==> config.mk <==
export PLATFORM = sky130hd
export DESIGN_NAME = dmem_arbiter
export DESIGN_NICKNAME = d
export VERILOG_FILES = /design/src/rtl/dmem_arb_pkg.sv /design/src/rtl/dmem_arb_rr2.sv /design/src/rtl/dmem_arbiter.sv
export SDC_FILE = /design/constraint.sdc
export NUM_CORES = 1
export LEC_CHECK = 0
export BUFFER_PORTS_ARGS = -buffer_cell sky130_fd_sc_hd__buf_2
export CAP_MARGIN = 20
export CORE_AREA = 2 2 62 64
export DETAILED_ROUTE_END_ITERATION = 8
export DIE_AREA = 0 0 64 66
export GPL_ROUTABILITY_DRIVEN = 0
export PLACE_DENSITY_LB_ADDON = 0.25
export SLEW_MARGIN = 20
export SYNTH_ARGS = -nofsm -noshare
export SYNTH_HDL_FRONTEND = slang
export SYNTH_HIERARCHICAL = 1
export SYNTH_SLANG_ARGS = --single-unit
==> constraint.sdc <==
create_clock -name clk -period 2.34 [get_ports clk]
set_input_delay 0.585 -clock clk [delete_from_list [all_inputs] [get_ports clk]]
set_output_delay 0.585 -clock clk [all_outputs]
set_load 0.05 [all_outputs]
==> src/rtl/dmem_arb_pkg.sv <==
// Shared defaults, FSM state type and grant-vector helper for the data-memory arbiter.
package dmem_arb_pkg;
    localparam int ADDR_W_DEF = 4;
    localparam int DATA_W_DEF = 8;

    typedef enum logic [1:0] {IDLE, ACCESS, RESP} state_t;

    function automatic logic [1:0] onehot2(input logic idx);
        return idx ? 2'b10 : 2'b01;
    endfunction
endpackage

==> src/rtl/dmem_arb_rr2.sv <==
// Two-requester winner select: round-robin on a tie, or fixed priority to
// requester 0 when DMEM_ARB_FIXED_PRIO_EN is defined.
module dmem_arb_rr2 (
    input  logic [1:0] req,
    input  logic       last,
    output logic       winner
);
`ifdef DMEM_ARB_FIXED_PRIO_EN
    logic unused_last;
    assign unused_last = last;
    assign winner      = req[1] & ~req[0];
`else
    // On a tie the requester that did not win last time goes next.
    assign winner = (&req) ? ~last : (req[1] & ~req[0]);
`endif
endmodule

==> src/rtl/dmem_arbiter.sv <==
// CPU/DMA arbiter for a single-port data memory: IDLE -> ACCESS -> RESP per transaction.
// Build option: DMEM_ARB_FIXED_PRIO_EN selects fixed priority (CPU wins ties).
module dmem_arbiter
    import dmem_arb_pkg::*;
#(
    parameter int ADDR_W = ADDR_W_DEF,
    parameter int DATA_W = DATA_W_DEF
) (
    input  logic              clk,
    input  logic              rst_n,
    input  logic [1:0]        req,
    input  logic [1:0]        we,
    input  logic [ADDR_W-1:0] addr0,
    input  logic [ADDR_W-1:0] addr1,
    input  logic [DATA_W-1:0] wdata0,
    input  logic [DATA_W-1:0] wdata1,
    output logic [1:0]        gnt,
    output logic [1:0]        done,
    output logic [DATA_W-1:0] rdata,
    output logic              busy,
    output logic              mem_en,
    output logic              mem_we,
    output logic [ADDR_W-1:0] mem_addr,
    output logic [DATA_W-1:0] mem_wdata,
    input  logic [DATA_W-1:0] mem_rdata
);
    state_t state;
    logic   win;
    logic   last;
    logic   winner;

    dmem_arb_rr2 u_rr2 (
        .req    (req),
        .last   (last),
        .winner (winner)
    );

`ifdef DMEM_ARB_FIXED_PRIO_EN
    assign last = 1'b1;
`else
    always_ff @(posedge clk or negedge rst_n) begin
        if (!rst_n)
            last <= 1'b1;
        else if (state == IDLE && |req)
            last <= winner;
    end
`endif

    // mem_* registers double as the latched request; they are only non-zero in ACCESS.
    always_ff @(posedge clk or negedge rst_n) begin
        if (!rst_n) begin
            state     <= IDLE;
            win       <= 1'b0;
            gnt       <= 2'b00;
            done      <= 2'b00;
            rdata     <= '0;
            busy      <= 1'b0;
            mem_en    <= 1'b0;
            mem_we    <= 1'b0;
            mem_addr  <= '0;
            mem_wdata <= '0;
        end else begin
            case (state)
                IDLE: begin
                    if (|req) begin
                        state     <= ACCESS;
                        win       <= winner;
                        gnt       <= onehot2(winner);
                        busy      <= 1'b1;
                        mem_en    <= 1'b1;
                        mem_we    <= we[winner];
                        mem_addr  <= winner ? addr1 : addr0;
                        mem_wdata <= winner ? wdata1 : wdata0;
                    end
                end
                ACCESS: begin
                    state     <= RESP;
                    gnt       <= 2'b00;
                    done      <= onehot2(win);
                    mem_en    <= 1'b0;
                    mem_we    <= 1'b0;
                    mem_addr  <= '0;
                    mem_wdata <= '0;
                    if (!mem_we)
                        rdata <= mem_rdata;
                end
                RESP: begin
                    state <= IDLE;
                    done  <= 2'b00;
                    busy  <= 1'b0;
                end
                default: state <= IDLE;
            endcase
        end
    end
endmodule

==> results of run 1 <==
registers in the layout, summed over array words and instances (netlist names):
name / count
mem_we: 1
mem_addr: 4
done: 2
busy: 1
rdata: 8
last: 1
state: 2
gnt: 2
mem_wdata: 8
win: 1
mem_en: 1
placed cells by master, fill, tap and decap left out, types with 2 or more instances in the layout:
master    Yosys  layout
o31ai_1       2       2
o211ai_1      4       4
buf_2         4      64
dfrtp_1      30      30
mux2i_1      13      13
mux2_2       11      11
inv_1         4       4
buf_4         1       6
nand3_1      14      14
nand2_1      18      18
nor2_1        2       2
o211ai_2     10      10
ha_1          6       6
nor2_2        2       2
o21ai_0       5       5
clkinv_2      0       3
clkbuf_4      0       5
through the flow:
| step | instance area, µm² | util (%) |
|---|---|---|
| floorplan | 1590 | - |
| finish | 2010 | 56.7 |
| global placement | 1960 | 55.2 |
| detailed placement | 1960 | 55.2 |
| global route | 2010 | 56.7 |
| CTS | 2010 | 56.7 |
power breakdown:
part | leakage (µW) | internal [µW] | switching [µW]
Sequential | 0.000385 | 777 | 149
Combinational | 0.000611 | 567 | 1230
Clock | 0.0000347 | 112 | 188
Total | 0.00103 | 1460 | 1560
worst paths after layout:
check / start / end / slack (ns) / cells past startpoint
min: rst_n / win$_DFFE_PN0P_ / 0.28 / 1
max in group asynchronous: rst_n / mem_addr[1]$_DFFE_PN0P_ / 1.62 / 1
max reg2reg: state[0]$_DFFE_PN0P_ / mem_wdata[1]$_DFFE_PN0P_ / 0.36 / 5
min in group clk: last$_DFFE_PN1P_ / last$_DFFE_PN1P_ / 0.48 / 2
min reg2reg: last$_DFFE_PN1P_ / last$_DFFE_PN1P_ / 0.48 / 2
max: state[0]$_DFFE_PN0P_ / mem_wdata[1]$_DFFE_PN0P_ / 0.36 / 5
cell type report:
type | count | area, µm² | area share (%)
repair buffers | 70 | 365 | 18.1
inverters | 4 | 15.0 | 0.746
well taps | 48 | 60.1 | 2.98
multi-input cells | 94 | 743 | 36.9
clock inverters | 3 | 15.0 | 0.746
clock buffers | 5 | 37.5 | 1.86
flip-flops and latches | 31 | 777 | 38.6
critical path, delay by kind of cell (launching register included):
kind,cells,cell delay (ns)
AO/OA/AOI/OAI,1,0.28
adder cells (fa/ha/maj),1,0.23
flip-flops,1,0.43
AND/OR/NAND/NOR,1,0.65
buffers and inverters,2,0.32
routing by layer:
| metal | vias up | GRT usage, % | routed length (µm) |
|---|---|---|---|
| li1 | 624 | - | - |
| met1 | 601 | 20.4 | 1430 |
| met2 | 44 | 34.2 | 1760 |
| met3 | 7 | 5.96 | 219 |
| met4 | 0 | 6.52 | 57 |
| met5 | - | 0 | 0 |
kinds of logic after synthesis:
kind of cell | after synthesis
multiplexers | 24
flip-flops | 31
adder cells (fa/ha/maj) | 6
AO/OA/AOI/OAI | 23
buffers and inverters | 13
AND/OR/NAND/NOR | 41
==> qor.csv, run 1 <==
stage;metric;value;unit
cts;clock sink total;31;
sta;highest attainable clock frequency;0.505;GHz
finish;n_diodes;0;
cts;count of instances resized after the clock tree is built;0;
pwr;static leakage;0.00103;µW
yosys;Unique masters post-synth;25;
yosys;main combinational cell family by area after synthesis;multiplexers;
yosys;top cell type by total area after synthesis;dfrtp_1;
sta;Worst-Margin Slew;0.684;ns
worst_setup_path;CP cell instances;inv_1, ha_1, buf_4, or3b_1, o211ai_1;
yosys;post-synthesis sequential area ratio;49.0;%
floorplan;Initial Utilization;44.6;%
cts;root buf cell;clkbuf_4;
cts;Clock Tree Buf Depth;2;
global_route;number of global-route vias before repair;1356;
sta;final setup margin;0.358;ns
place;worst slack after detailed placement;0.338;ns
route;number of antenna-violating nets in the routed design;0;
worst_setup_path;critical path required time;2.59;ns
floorplan;area of the die;4220;µm²
place;number of buffer cells added on primary ports;64;
yosys;dominant cells by area after synthesis;dfrtp_1 47%, mux2i_1 8.2%, o211ai_2 7.9%;
global_route;global-route wire length before repair;6070;µm
yosys;Syn Nets;182;
worst_setup_path;highest fanout seen on the critical path;14;
worst_setup_path;Slowest Stage Delay on Critical Path;0.65;ns
floorplan;height of the chip;66;µm
sta;worst hold margin;0.280;ns
floorplan;Die Width;64;µm
sta;final critical path time including I/O delays and setup;1.98;ns
yosys;mean post-synth cell area;11.5;µm²
sta;Rel. slew slack;54.4;%
yosys;XOR/XNOR Fraction of Synth Area;0;%
sta;crit share post-route;84.7;%
sta;Total Neg Setup Slack;0;ns
yosys;multiplexer fraction of the synthesized cell area;16.0;%
sta;max-slew violation count;0;
sta;final number of hold-violating endpoints;0;
floorplan;I/O pin total;65;
worst_setup_path;Critical Path End Type;flop;
yosys;share of the synthesized area in compound gates (AO/OA/AOI/OAI);13.6;%
floorplan;standard-cell row count;22;
global_route;antenna violations before repair;0;
route;drt drc;0;
status;run status;finished, final reports clean;
cts;htree depth;2;
yosys;share of the synthesized area in the top cell type;47.4;%
cts;TritonCTS buffer count;5;
worst_setup_path;arrival time of the worst setup path;2.24;ns
place;number of placed instances with taps included;247;
route;total number of vias;1276;
worst_setup_path;crit path max-delay cell type;or3b_1;
worst_hold_path;worst hold-check path type;input port to async pin;
pwr;ratio of total power to cell area;1500;nW/µm²
cts;CTS tree;built;
job;Max-cap violations;0;
cts;worst-skew pair later-pin latency;0.33;ns
sta;clk_skew;0.00483;ns
cts;hold buffer count at cts;0;
cts;CTS clk-pin slew, worst paths;0.10;ns
finish;share of layout cells above drive strength 1;50.7;%
finish;Filler Cell Count;316;
route;number of search-and-repair iterations in the first detailed-routing pass;3;
worst_setup_path;critical path type;flop to flop;
pwr;maximum vdd drop;0.581;mV
finish;Syn-to-layout area delta;27.0;%
floorplan;Std-Cell Core Area;3550;µm²
yosys;count of warnings emitted by yosys;6;
sta;unrepaired setup endpoints after global routing;no;
yosys;post-synthesis cell count;138;
finish;Final Non-Filler Cells;255;
yosys;cell with the most instances after synthesis;dfrtp_1;
global_route;overall track demand over capacity in global routing;18.8;%
place;DP HPWL;2630;µm
yosys;post-synthesis cell area;1590;µm²
yosys;most instantiated flip-flop cell in the synthesis netlist;dfrtp_1;
yosys;Commonest cells post-synth;30 x dfrtp_1, 18 x nand2_1, 14 x nand3_1, 13 x mux2i_1, 11 x mux2_2;
pwr;post-route total power;3020;µW
route;vias per cell;5.00;
yosys;flops & latches, synth;31;
route;First DRT Iteration DRCs;36;
route;average wire per cell in the routed design;13.6;µm
global_route;pin count of the biggest net entering global routing;32;
yosys;simple logic cell fraction of the synthesized area;12.5;%
global_route;global route total overflow;0;
yosys;fraction of registers with async set or reset after synthesis;100;%
yosys;number of enable-type register cells in the synthesized netlist;0;
worst_setup_path;crit start category;flop;
yosys;synthesized-area fraction occupied by adder cells;4.74;%
finish;final net count;250;
cts;post-CTS setup buffer count;0;
route;final WL;3470;µm
sta;setup violation total in the final timing report;0;
(Power assumes the default switching activity.)
==> run 2, diff against run 1 <==
--- a/config.mk
+++ b/config.mk
@@ -5,11 +5,12 @@
 export SDC_FILE = /design/constraint.sdc
 export NUM_CORES = 1
 export LEC_CHECK = 0
+export ABC_AREA = 1
 export BUFFER_PORTS_ARGS = -buffer_cell sky130_fd_sc_hd__buf_2
 export CAP_MARGIN = 20
-export CORE_AREA = 2 2 62 64
+export CORE_AREA = 2 2 64 66
 export DETAILED_ROUTE_END_ITERATION = 8
-export DIE_AREA = 0 0 64 66
+export DIE_AREA = 0 0 66 68
 export GPL_ROUTABILITY_DRIVEN = 0
 export PLACE_DENSITY_LB_ADDON = 0.25
 export SLEW_MARGIN = 20
==> constraint.sdc (replaced) <==
create_clock -name clk -period 1.7 [get_ports clk]
set_input_delay 0.425 -clock clk [delete_from_list [all_inputs] [get_ports clk]]
set_output_delay 0.425 -clock clk [all_outputs]
set_load 0.05 [all_outputs]
==> run 2 against run 1 <==
Compared with the run above:
- wire length up 3.2%
- maximum frequency increased by 27%
- clock-buffer cell count up 3
- die area is 6.3% higher
- register-to-register slack worse by 0.21 ns
- synthesized cell count grew 41%
- largest cell class unchanged
==> qor.csv, run 2 <==
stage;metric;value;unit
cts;CTS clk-pin slew, worst paths;0.07;ns
pwr;post-route total power;4700;µW
finish;Filler Cell Count;371;
pwr;sequential power share;27.6;%
yosys;Commonest cells post-synth;46 x nand2_1, 30 x dfrtp_1, 27 x nor2_1, 20 x nand3_1, 18 x inv_1;
worst_setup_path;critical path required time;1.86;ns
global_route;antenna violations before repair;0;
floorplan;Die Width;66;µm
finish;share of layout cells above drive strength 1;36.0;%
yosys;top cell type by total area after synthesis;dfrtp_1;
yosys;post-synthesis cell area;1590;µm²
sta;worst hold margin;0.151;ns
yosys;dominant cells by area after synthesis;dfrtp_1 47%, nand2_1 11%, nor2_1 6.4%;
sta;Rel. slew slack;71.1;%
worst_setup_path;arrival time of the worst setup path;1.71;ns
worst_setup_path;worst setup slack for register-to-register paths;0.15;ns
route;First DRT Iteration DRCs;62;
worst_setup_path;highest fanout seen on the critical path;16;
cts;worst-skew pair later-pin latency;0.28;ns
route;number of search-and-repair iterations in the first detailed-routing pass;4;
global_route;number of global-route vias before repair;1359;
floorplan;Std-Cell Core Area;3860;µm²
yosys;count of warnings emitted by yosys;6;
finish;leading cell types in the layout, fill and taps excluded;64 x buf_2, 46 x nand2_1, 30 x dfrtp_1;
status;run status;finished, final reports clean;
cts;post-CTS setup buffer count;0;
place;number of buffer cells added on primary ports;64;
worst_setup_path;Levels on crit path;6;
yosys;mean post-synth cell area;8.14;µm²
global_route;global-route wire length before repair;6070;µm
floorplan;I/O pin total;65;
worst_setup_path;Critical Path End Type;flop;
route;number of antenna-violating nets in the routed design;0;
sta;highest attainable clock frequency;0.643;GHz
worst_setup_path;CP cell instances;inv_1, ha_1, inv_2, or2_2, nand2_1, o21ai_2;
route;final WL;3580;µm
cts;clock sink total;31;
pwr;design internal power;2160;µW
yosys;Unique masters post-synth;20;
worst_hold_path;worst hold-check path type;input port to async pin;
sta;unrepaired setup endpoints after global routing;no;
finish;most frequent standard cell in the layout excluding fill and tap cells;buf_2;
job;Max-cap violations;0;
place;DP HPWL;2560;µm
floorplan;standard-cell row count;23;
global_route;overall track demand over capacity in global routing;18.1;%
yosys;post-synthesis sequential area ratio;49.0;%
global_route;global route total overflow;0;
sta;max-slew violation count;0;
finish;final net count;307;
pwr;share of power burned in combinational logic;60.7;%
sta;setup violation total in the final timing report;0;
cts;CTS tree;built;
pwr;net switching fraction of the power;54.0;%
sta;crit share post-route;91.5;%
pwr;net switching power of the design;2540;µW
cts;Clock Tree Buf Depth;2;
global_route;pin count of the biggest net entering global routing;32;
yosys;most instantiated flip-flop cell in the synthesis netlist;dfrtp_1;
worst_setup_path;reg2reg path depth;6;
pwr;maximum vdd drop;1.13;mV
sta;final critical path time including I/O delays and setup;1.55;ns
finish;Final Non-Filler Cells;314;
floorplan;height of the chip;68;µm
pwr;static leakage;0.00117;µW
route;drt drc;0;
worst_setup_path;worst setup path start;state[1]$_DFFE_PN0P_;
sta;Worst-Margin Slew;0.432;ns
cts;root buf cell;clkbuf_8;
route;total number of vias;1452;
yosys;post-synthesis cell count;195;
worst_setup_path;critical register-to-register path startpoint;state[1]$_DFFE_PN0P_;
floorplan;Initial Utilization;41.1;%
yosys;fraction of registers with async set or reset after synthesis;100;%
route;average wire per cell in the routed design;11.4;µm
sta;final number of hold-violating endpoints;0;
yosys;cell with the most instances after synthesis;nand2_1;
worst_setup_path;worst path buffer plus inverter count;2;
worst_setup_path;critical path type;flop to flop;
cts;TritonCTS buffer count;5;
worst_setup_path;endpoint of the worst-slack reg-to-reg timing path;rdata[2]$_DFFE_PN0P_;
pwr;ratio of total power to cell area;2290;nW/µm²
place;number of placed instances with taps included;306;
finish;biggest registers after layout;mem_wdata: 8 flops, rdata: 8 flops, mem_addr: 4 flops;
worst_setup_path;cell family with most CP delay;simple AND/OR/NAND/NOR gates;
yosys;flops & latches, synth;31;
pwr;power share of the clock group;11.7;%
finish;n_diodes;0;
route;vias per cell;4.62;
yosys;number of enable-type register cells in the synthesized netlist;0;
worst_setup_path;Slowest Stage Delay on Critical Path;0.43;ns
yosys;share of the synthesized area in the top cell type;47.3;%
cts;htree depth;2;
worst_setup_path;crit path max-delay cell type;or2_2;
worst_setup_path;crit start category;flop;
sta;Total Neg Setup Slack;0;ns
yosys;Syn Nets;239;
finish;Syn-to-layout area delta;29.6;%
worst_setup_path;timing endpoint of the critical path;rdata[2]$_DFFE_PN0P_;
floorplan;area of the die;4490;µm²
sta;clk_skew;0.00602;ns
[run 2: changes by cell type after synthesis, moves of 4 or more]
cell      previous run  this run
mux2_2              11         0
mux2i_1             13         0
nand3_1             14        20
o21ai_0              5        13
nand2_2              0         4
o21ai_2              0         8
nand2_1             18        46
o21ai_1              0         5
inv_2                0         4
o211ai_1             4         0
nor2_1               2        27
inv_1                4        18
o211ai_2            10         0
[run 2: stage by stage]
step | setup WS [ns] | util [%] | cell area (µm²)
floorplan | 0.230 | - | 1590
CTS | 0.0728 | 53.1 | 2050
global route | 0.00921 | 53.3 | 2060
finish | 0.145 | 53.3 | 2060
global placement | 0.119 | 51.0 | 1970
detailed placement | 0.0809 | 51.0 | 1970
[run 2: power by group through the flow]
stage	clock network [µW]	registers, µW	logic [µW]
after floorplan	0	2340	1180
after global placement	0	1310	2800
after detailed placement	0	1310	2850
after CTS	564	1300	2850
after global routing	612	1340	3140
final	550	1300	2850
[run 2: logic make-up after synthesis]
logic type	Yosys count	share of synthesized area (%)
and+or+nand+nor	99	25.9
DFF	31	49.0
AOI/OAI and AO/OA	28	11.7
buffers and inverters	31	8.67
adders and majority gates	6	4.73
[run 2: cell type report]
type	count	area [µm²]	area share [%]
sequential	31	777	37.8
multi-input combinational	133	679	33.0
timing repair buffer	69	370	18.0
inverter	23	86.3	4.20
clock buffer	8	80.1	3.90
tap	50	62.6	3.04
[run 2: worst reg2reg max path, cell delays in order (launching register included)]
cell,delay [ns]
dfrtp_1,0.39
inv_1,0.15
ha_1,0.24
inv_2,0.05
or2_2,0.43
nand2_1,0.13
o21ai_2,0.05
[run 2: per-layer routing]
layer / vias to the layer above / part of all wire [%] / track usage (%) / wire length (µm)
met1: 658 / 48 / 23.2 / 1700
met2: 43 / 47 / 29.7 / 1670
met3: 2 / 5.1 / 5.43 / 183
met4: 0 / 0.76 / 5.36 / 27
li1: 749 / - / - / -
met5: - / 0 / 0 / 0
[run 2: how the worst min path moves through the flow]
| stage | start | endpoint | slack [ns] | cells after the start |
|---|---|---|---|---|
| final | rst_n | rdata[1]$_DFFE_PN0P_ | 0.15 | 2 |
| after floorplan | rst_n | busy$_DFFE_PN0P_ | 0.13 | 0 |
| after global placement | rst_n | rdata[1]$_DFFE_PN0P_ | 0.46 | 2 |
| after CTS | rst_n | rdata[1]$_DFFE_PN0P_ | 0.17 | 2 |
| after global routing | rst_n | rdata[1]$_DFFE_PN0P_ | 0.18 | 2 |
| after detailed placement | busy$_DFFE_PN0P_ | busy$_DFFE_PN0P_ | 0.46 | 2 |
[run 2: what timing repair did]
item,4_1_cts,5_1_grt
hold buffers,0,0
gates resized for setup,0,3
setup endpoints to repair,0,23
